--- src/rtl/bfly_mux_seq_ctrl_pkg.sv ---
// Shared types and constants for the FFT butterfly add/sub mux sequencer.
package fft_ctrl_pkg;

  typedef enum logic [1:0] {
    IDLE,
    ADD_SEL,
    SUB_SEL
  } bfly_state_t;

  localparam logic MUX_ADD = 1'b0;
  localparam logic MUX_SUB = 1'b1;

  // Counter width that stays at least one bit for a modulus of 1.
  function automatic int unsigned clog2_min1(input int unsigned n);
    return (n > 1) ? $clog2(n) : 1;
  endfunction

endpackage

--- src/rtl/bfly_mux_seq_ctrl_if.sv ---
// Handshake/status bundle of the butterfly mux sequencer.
// BFLY_CTRL_ERR_EN adds the overrun flag and its clear.
interface bfly_mux_seq_ctrl_if #(
  parameter int unsigned BW = 1
);
  logic          alert;
  logic          valid_in;
  logic          mux_sel;
  logic          first_smp;
  logic [BW-1:0] blk_idx;
  logic          busy;
  logic          done;
`ifdef BFLY_CTRL_ERR_EN
  logic          overrun;
  logic          clr_err;
`endif

  modport master (
    output alert,
    output valid_in,
`ifdef BFLY_CTRL_ERR_EN
    output clr_err,
    input  overrun,
`endif
    input  mux_sel,
    input  first_smp,
    input  blk_idx,
    input  busy,
    input  done
  );

  modport slave (
    input  alert,
    input  valid_in,
`ifdef BFLY_CTRL_ERR_EN
    input  clr_err,
    output overrun,
`endif
    output mux_sel,
    output first_smp,
    output blk_idx,
    output busy,
    output done
  );

endinterface

--- src/rtl/bfly_mux_seq_ctrl_cnt.sv ---
// Enable-gated modulo-MOD counter with synchronous clear and last-count flag.
module mod_cnt #(
  parameter  int unsigned MOD = 2,
  localparam int unsigned W   = (MOD > 1) ? $clog2(MOD) : 1
) (
  input  logic         clk_i,
  input  logic         rst_ni,
  input  logic         en_i,
  input  logic         clr_i,
  output logic [W-1:0] cnt_o,
  output logic         last_o
);

  logic [W-1:0] cnt_q;

  always_ff @(posedge clk_i or negedge rst_ni) begin
    if (!rst_ni) begin
      cnt_q <= '0;
    end else if (clr_i) begin
      cnt_q <= '0;
    end else if (en_i) begin
      cnt_q <= last_o ? '0 : cnt_q + W'(1);
    end
  end

  assign cnt_o  = cnt_q;
  assign last_o = (cnt_q == W'(MOD - 1));

endmodule

--- src/rtl/bfly_mux_seq_ctrl.sv ---
// Add/sub mux sequencer for one radix-2 FFT butterfly stage.
// Optional BFLY_CTRL_ERR_EN: sticky overrun flag for alerts arriving while busy.
module bfly_mux_seq_ctrl
  import fft_ctrl_pkg::*;
#(
  parameter int unsigned HALF    = 16,
  parameter int unsigned NUM_BLK = 1
) (
  input logic               clk,
  input logic               rstn,
  bfly_mux_seq_ctrl_if.slave bus
);

  localparam int unsigned CW = clog2_min1(HALF);
  localparam int unsigned BW = clog2_min1(NUM_BLK);

  bfly_state_t   state_q;
  logic          mux_sel_q;
  logic          first_smp_q;
  logic          done_q;
  logic [CW-1:0] smp_cnt;
  logic          smp_last;
  logic [BW-1:0] blk_cnt;
  logic          blk_last;
  logic          busy;
  logic          smp_en;
  logic          blk_en;
  logic          idle;
  logic          final_smp;

  assign busy      = (state_q != IDLE);
  assign idle      = (state_q == IDLE);
  assign smp_en    = busy && bus.valid_in;
  assign blk_en    = smp_en && (state_q == SUB_SEL) && smp_last;
  assign final_smp = blk_en && blk_last;

  // Both counters wrap on their own at the phase/frame boundary; clear only guards IDLE.
  mod_cnt #(.MOD(HALF)) u_smp_cnt (
    .clk_i  (clk),
    .rst_ni (rstn),
    .en_i   (smp_en),
    .clr_i  (idle),
    .cnt_o  (smp_cnt),
    .last_o (smp_last)
  );

  mod_cnt #(.MOD(NUM_BLK)) u_blk_cnt (
    .clk_i  (clk),
    .rst_ni (rstn),
    .en_i   (blk_en),
    .clr_i  (idle),
    .cnt_o  (blk_cnt),
    .last_o (blk_last)
  );

  always_ff @(posedge clk or negedge rstn) begin
    if (!rstn) begin
      state_q     <= IDLE;
      mux_sel_q   <= MUX_ADD;
      first_smp_q <= 1'b0;
      done_q      <= 1'b0;
    end else begin
      done_q <= final_smp;
      unique case (state_q)
        IDLE: begin
          if (bus.alert) begin
            state_q     <= ADD_SEL;
            mux_sel_q   <= MUX_ADD;
            first_smp_q <= 1'b1;
          end
        end
        ADD_SEL: begin
          if (bus.valid_in) begin
            first_smp_q <= (smp_cnt == CW'(HALF - 1));
            if (smp_last) begin
              state_q   <= SUB_SEL;
              mux_sel_q <= MUX_SUB;
            end
          end
        end
        SUB_SEL: begin
          if (bus.valid_in) begin
            first_smp_q <= (smp_cnt == CW'(HALF - 1));
            if (smp_last) begin
              mux_sel_q <= MUX_ADD;
              // An alert on the final sample chains straight into the next frame.
              if (!blk_last || bus.alert) begin
                state_q <= ADD_SEL;
              end else begin
                state_q     <= IDLE;
                first_smp_q <= 1'b0;
              end
            end
          end
        end
        default: state_q <= IDLE;
      endcase
    end
  end

  assign bus.mux_sel   = mux_sel_q;
  assign bus.first_smp = first_smp_q;
  assign bus.blk_idx   = blk_cnt;
  assign bus.busy      = busy;
  assign bus.done      = done_q;

`ifdef BFLY_CTRL_ERR_EN
  logic overrun_q;

  always_ff @(posedge clk or negedge rstn) begin
    if (!rstn) begin
      overrun_q <= 1'b0;
    end else if (bus.alert && busy && !final_smp) begin
      overrun_q <= 1'b1;
    end else if (bus.clr_err) begin
      overrun_q <= 1'b0;
    end
  end

  assign bus.overrun = overrun_q;
`endif

endmodule

--- src/flat_wrapper.sv ---
// flat-port wrapper written by rule: the top's interface ports become plain ports
module bfly_mux_seq_ctrl_flat import fft_ctrl_pkg::*;
#(
  parameter int unsigned HALF    = 16,
  parameter int unsigned NUM_BLK = 1
)
  (clk, rstn, bus_alert, bus_valid_in, bus_mux_sel, bus_first_smp, bus_blk_idx, bus_busy, bus_done);
  bfly_mux_seq_ctrl_if #(.BW((1))) bus_i ();
  input logic clk;
  input logic rstn;
  input wire logic [$bits(bus_i.alert)-1:0] bus_alert;
  input wire logic [$bits(bus_i.valid_in)-1:0] bus_valid_in;
  output wire logic [$bits(bus_i.mux_sel)-1:0] bus_mux_sel;
  output wire logic [$bits(bus_i.first_smp)-1:0] bus_first_smp;
  output wire logic [$bits(bus_i.blk_idx)-1:0] bus_blk_idx;
  output wire logic [$bits(bus_i.busy)-1:0] bus_busy;
  output wire logic [$bits(bus_i.done)-1:0] bus_done;
  assign bus_i.alert = bus_alert;
  assign bus_i.valid_in = bus_valid_in;
  assign bus_mux_sel = bus_i.mux_sel;
  assign bus_first_smp = bus_i.first_smp;
  assign bus_blk_idx = bus_i.blk_idx;
  assign bus_busy = bus_i.busy;
  assign bus_done = bus_i.done;
  bfly_mux_seq_ctrl #(.HALF(HALF), .NUM_BLK(NUM_BLK)) u_core (.clk(clk), .rstn(rstn), .bus(bus_i));
endmodule
--- config.mk ---
export PLATFORM = sky130hd
export DESIGN_NAME = bfly_mux_seq_ctrl_flat
export DESIGN_NICKNAME = d
export VERILOG_FILES = /design/src/rtl/bfly_mux_seq_ctrl_pkg.sv /design/src/rtl/bfly_mux_seq_ctrl_if.sv /design/src/rtl/bfly_mux_seq_ctrl_cnt.sv /design/src/rtl/bfly_mux_seq_ctrl.sv /design/src/flat_wrapper.sv
export SDC_FILE = /design/constraint.sdc
export NUM_CORES = 1
export LEC_CHECK = 0
export BUFFER_PORTS_ARGS = -buffer_cell sky130_fd_sc_hd__buf_2
export CORE_AREA = 3 3 40 42
export DETAILED_ROUTE_END_ITERATION = 8
export DIE_AREA = 0 0 43 45
export PLACE_DENSITY = 0.66
export SLEW_MARGIN = 20
export SYNTH_ARGS = -nofsm -noshare
export SYNTH_HDL_FRONTEND = slang
export SYNTH_HIERARCHICAL = 1
export SYNTH_SLANG_ARGS = --single-unit
--- constraint.sdc ---
create_clock -name clk -period 1.55 [get_ports clk]
set_input_delay 0.0775 -clock clk [delete_from_list [all_inputs] [get_ports clk]]
set_output_delay 0.0775 -clock clk [all_outputs]
set_load 0.05 [all_outputs]
; Yosys cells after proc, flatten, opt, wreduce, memory -nomap -nowiden
; Index checks and enable logic that the tools add are counted.
[op_classes]
add_sub_neg = 2
eq_ne = 8
n_mux = 25
bitwise_logic = 1
reduce_logical = 13
[ops]
columns = cell, n
row1 = 2-to-1 mux 1 bit, 14
row2 = 2-to-1 mux 4 bit, 3
row3 = 2-to-1 mux 2 bit, 5
row4 = "!= test 2 bit, second input constant", 3
row5 = case mux 1 bit (3 select lines), 2
row6 = case mux 2 bit (3 select lines), 1
row7 = AND reduction 6 bit, 1
row8 = nonzero test 2 bit, 3
row9 = AND reduction 5 bit, 1
row10 = "adder 4 x 1 -> 4 bit, second input constant", 1
row11 = "== test 4 bit, second input constant", 1
row12 = logical AND 1 bit, 4
row13 = "!= test 2 x 1 -> 1 bit, second input constant", 2
row14 = AND reduction 4 bit, 1
row15 = nonzero test 3 bit, 1
row16 = "== test 2 x 1 -> 1 bit, second input constant", 1
row17 = "== test 2 bit, second input constant", 1
row18 = logical NOT 2 bit, 1
row19 = "adder 1 bit, second input constant", 1
row20 = logical OR 1 bit, 1
row21 = NOT 1 bit, 1
[totals]
out_inout_bits = 5
elab_cells = 55
in_bits = 4
register_bits = 10

; Logic depth before layout (Yosys ltp)
[logic_depth]
depth_word = 6
ltp_mapped = 6
depth_no_buf = 6

; Hierarchy
; Netlist, hierarchy kept.
[by_module_without_submodules]
columns = mod, seq_area_each_um2, cells_per_inst, instances, area_per_inst_um2
row1 = bfly_mux_seq_ctrl, 125.1, 32, 1, 347.8
row2 = mod_cnt at u_core.u_smp_cnt, 100.1, 20, 1, 206.4
row3 = mod_cnt at u_core.u_blk_cnt, 0.0, 4, 1, 22.5

; Worst setup path before layout
; Ideal clock, no wire load.
[synth_path]
path_type = register to register
startpoint = register u_core.state_q[0]
endpoint = register u_core.u_smp_cnt.cnt_q[3] (netlist: u_core/u_smp_cnt/cnt_o[3])
required_time_ns = 1.472
path_slack_ns = -0.008
path_stages_with_launch = 7
t_arrival_ns = 1.481
path_buffers = 0
setup_time_ns = 0.078
synth_period_minus_slack_ns = 1.558
path_cell_list = dfrtp_1 inv_1 ha_1 nor2b_1 nand2_1 or3_1 a21oi_1
[synth_via]
elab_cells_between_ends = 5
classes_between = mux: 1 / reduce/logical: 4
[synth_rtl]
columns = item, line
row1 = from (decl), bfly_mux_seq_ctrl.sv:17  ; bfly_state_t state_q;
row2 = from (signal assigned), bfly_mux_seq_ctrl.sv:58  ; state_q <= IDLE;
row3 = from (signal assigned), bfly_mux_seq_ctrl.sv:67  ; state_q <= ADD_SEL;
row4 = from (signal assigned), bfly_mux_seq_ctrl.sv:76  ; state_q <= SUB_SEL;
row5 = logical NOT 2 bit *, bfly_mux_seq_ctrl.sv:32  ; assign idle = (state_q == IDLE);
row6 = via u_core.idle, bfly_mux_seq_ctrl.sv:28  ; logic idle;
row7 = 2-to-1 mux 4 bit or nonzero test 2 bit (tied branches), n/a
row8 = to (signal assigned), bfly_mux_seq_ctrl_cnt.sv:22  ; cnt_q <= last_o ? '0 : cnt_q + W'(1);
row9 = to (decl), bfly_mux_seq_ctrl_cnt.sv:14  ; logic [W-1:0] cnt_q;
; Mark *: on every way through the listed nets, which the timed path passes. The rest lies on a longest branch.
; A chain may end at the register's enable or synchronous reset.

; Worst setup path in the final report
[layout_path]
startpoint = register u_core.state_q[0]
endpoint = register u_core.mux_sel_q (netlist: u_core/bus.mux_sel)
[layout_via]
elab_chain_len = 3
elab_cells_between_ends = 11
classes_between = eq/ne: 7 / mux: 1 / reduce/logical: 3
[layout_lines]
columns = item, line
row1 = == test 2 bit (tied with other cells), bfly_mux_seq_ctrl.sv:64  ; unique case (state_q)
row2 = != test 2 x 1 -> 1 bit (no line) (tied with other cells), n/a
row3 = AND reduction 6 bit (no line), n/a
row4 = to (signal assigned), bfly_mux_seq_ctrl.sv:59  ; mux_sel_q <= MUX_ADD;
row5 = to (signal assigned), bfly_mux_seq_ctrl.sv:68  ; mux_sel_q <= MUX_ADD;
row6 = to (signal assigned), bfly_mux_seq_ctrl.sv:77  ; mux_sel_q <= MUX_SUB;
row7 = to (decl), bfly_mux_seq_ctrl.sv:18  ; logic mux_sel_q;
; Several ways; a longest one is shown, not always the timed one.

==> impl_metrics.tcl <==
set metrics [dict create \
    portBuffers 7 \
    synthXorXnorAreaFrac_pct 1.52 \
    yosys.area.top_type_share_pct 39.0 \
    coreArea_um2 1280 \
    synth.top_cells.by_count "9 x dfrtp_1, 5 x ha_1, 4 x nor2_1" \
    critPathCaptureType "flip-flop" \
    final_util_pct 57.9 \
    synth_area_leaders "dfrtp_1 39%, ha_1 11%, mux2_2 5.9%" \
    p_leak_nw 0.347 \
    initial_core_util_pct 44.9 \
    stdcell_area_um2 744 \
    ys_seq_area_share_pct 39.0 \
    synth_top_family_by_area "simple AND/OR/NAND/NOR gates" \
    antenna_found_initial 0 \
    first_iter_violations 5 \
    final_antenna_net_count 0 \
    wl_per_cell_um 13.2 \
    p_int_mw 0.819 \
    cts_root_buffer "clkbuf_4" \
    cp-start-kind "flip-flop" \
    power_mw 1.45 \
    maxCapViolCount 0 \
    ys_ff_latch 9 \
    clk_latency_ns 0.27 \
    rsz0062_at_grt "no" \
    postSynthCellCount 56 \
    setup_violations 0 \
    hold_slack_ns 0.173 \
    tns_ns 0 \
    slew_violations 0 \
    rows 13 \
    timing.final.crit_share_pct 96.5 \
    worstSetupPathType "flip-flop to flip-flop" \
    n_antenna_cell 0 \
    p_sw_share_pct 43.6 \
    synthAdderAreaFrac_pct 10.8 \
    synth_warnings 6 \
    clock_power_share_pct 13.0 \
    nets 83 \
    routed_via_density 5.17 \
    first_global_vias 438 \
    ys.flop_type "dfrtp_1" \
    ys_types 29 \
    numPlacedInstances 83 \
    fin_ws_ns 0.0545 \
    dp_hpwl_um 851 \
    synth-edff-count 0 \
    fin_worst_skew_ns 0.0139 \
    cts.sink_count 9 \
    die_area_um2 1940 \
    placed_cell_area_um2 671 \
    grt_first_pass_wirelength_um 1930 \
    powerDensity_nw_per_um2 1950 \
    avgSynthCellArea_um2 10.3 \
    die_y_um 45 \
    yosys.area_share.simple_pct 22.1 \
    dp_slack_ns -0.00683 \
    synth_most_common_cell "dfrtp_1" \
    synth_compound_area_share_pct 13.0 \
    combPwrFrac_pct 62.3 \
    drive_gt1_share_pct 49.3 \
    cts_tree "built" \
    synthArstFlopShare_pct 100 \
    grt.total_usage_pct 14.5 \
    synth_top_area_cell "dfrtp_1" \
    hold_viol_final 0 \
    cts-root-to-sink-buffers 2 \
    netlist_area_um2 577 \
    crit_fanout 3 \
    status "complete, no violations" \
    crit_arrival_ns 1.64 \
    gr-total-overflow 0 \
    seq_power_share_pct 24.7 \
    min_period_ns 1.50 \
    stdcell_count 88 \
    ios 9 \
    synth_nets 65 \
    ir_worst_vdd_mv 0.953 \
    vias 455 \
    hold_class "input port to asynchronous set/reset pin" \
    dr.pass1.iters 4 \
    htreeDepth 1 \
    drt_wl_total_um 1160 \
    clkTransAtPathRegs_ns 0.07 \
    grt_max_degree 10 \
    synthMuxAreaShare_pct 7.59 \
    power.switching_mw 0.634 \
    syn_to_final_growth_pct 29.1 \
    die_w_um 43 \
    gp_congestion 0.758 \
    cts_buffers 3 \
    drcViolationCount 0 \
    fmax_ghz 0.669 \
    worstPathRequired_ns 1.70 \
]
-- layer usage --
| metal | routed length (µm) | vias to the layer above | track usage (%) |
|---|---|---|---|
| met4 | 27 | 0 | 10.2 |
| met2 | 541 | 15 | 23.1 |
| li1 | - | 225 | - |
| met1 | 530 | 211 | 15.4 |
| met5 | 0 | - | 0 |
| met3 | 63 | 4 | 6.37 |
-- power groups by stage --
stage | Clock [mW] | Combinational, mW | Sequential [mW]
5_1_grt | 0.218 | 0.990 | 0.373
6_report | 0.189 | 0.905 | 0.360
3_3_place_gp | 0 | 0.807 | 0.348
3_5_place_dp | 0 | 0.819 | 0.354
2_1_floorplan | 0 | 0.483 | 0.444
4_1_cts | 0.200 | 0.840 | 0.351
-- area by class of cell --
| class | count | area [µm²] |
|---|---|---|
| tap | 15 | 18.8 |
| timing repair buffer | 15 | 100 |
| clock inverter | 1 | 5.00 |
| fill | 117 | 541 |
| inverter | 3 | 11.3 |
| sequential | 9 | 226 |
| multi-input combinational | 42 | 360 |
| clock buffer | 3 | 22.5 |
-- flip-flops by register name, indices dropped and copies added (netlist names) --
signal and flops:
u_core/u_smp_cnt/cnt_o 4, u_core/state_q 2, u_core/bus.done 1, u_core/bus.first_smp 1, u_core/bus.mux_sel 1
-- worst max-delay path, stage by stage, from the launching register on --
cell	delay [ns]
dfrtp_1	0.42
buf_4	0.15
ha_1	0.25
nor3_2	0.21
mux2_2	0.35
-- cells by family (layout without fill, tap and decap cells) --
kind of cell	count (synthesis)	after routing
muxes	4	4
xor gates and xnor gates	1	1
adders and majority gates	5	5
and+or+nand+nor	20	20
other	2	2
buffers and inverters	5	22
DFF	9	9
AOI/OAI and AO/OA	10	10
-- what timing repair did --
item / 4_1_cts / 5_1_grt
buffers inserted: 0 / 0
gates resized for setup: 2 / 8
endpoints found under the setup margin: 2 / 5
endpoints found under the hold margin: 9 / 0
hold buffers: 1 / 0
-- worst paths after layout --
check	from	end	slack (ns)	depth (start not counted)
worst min-delay path	rstn	u_core/u_smp_cnt/cnt_o[0]	0.17	2
worst max register to register	u_core/state_q[0]	u_core/bus.mux_sel	0.05	4
worst max-delay path	u_core/state_q[0]	u_core/bus.mux_sel	0.05	4
min in group clk	bus_valid_in	u_core/state_q[0]	0.28	4
worst min register to register	u_core/bus.mux_sel	u_core/bus.mux_sel	0.52	1
max in group asynchronous	rstn	u_core/state_q[1]	1.17	2
-- cells in the final DEF, fill, tap and decap left out, types with 2 or more instances in the layout --
master / netlist / routed
nand2b_1: 2 / 2
a21oi_1: 3 / 3
ha_1: 5 / 2
buf_2: 0 / 6
inv_2: 0 / 2
dfrtp_1: 9 / 8
mux2_2: 3 / 3
nor2_1: 4 / 4
buf_4: 2 / 7
nand2_1: 3 / 3
clkbuf_4: 0 / 4
conb_1: 2 / 2
ha_4: 0 / 2
nor3_2: 1 / 2
o21ai_0: 2 / 2
Note: power is estimated with default switching activity, not from simulation.
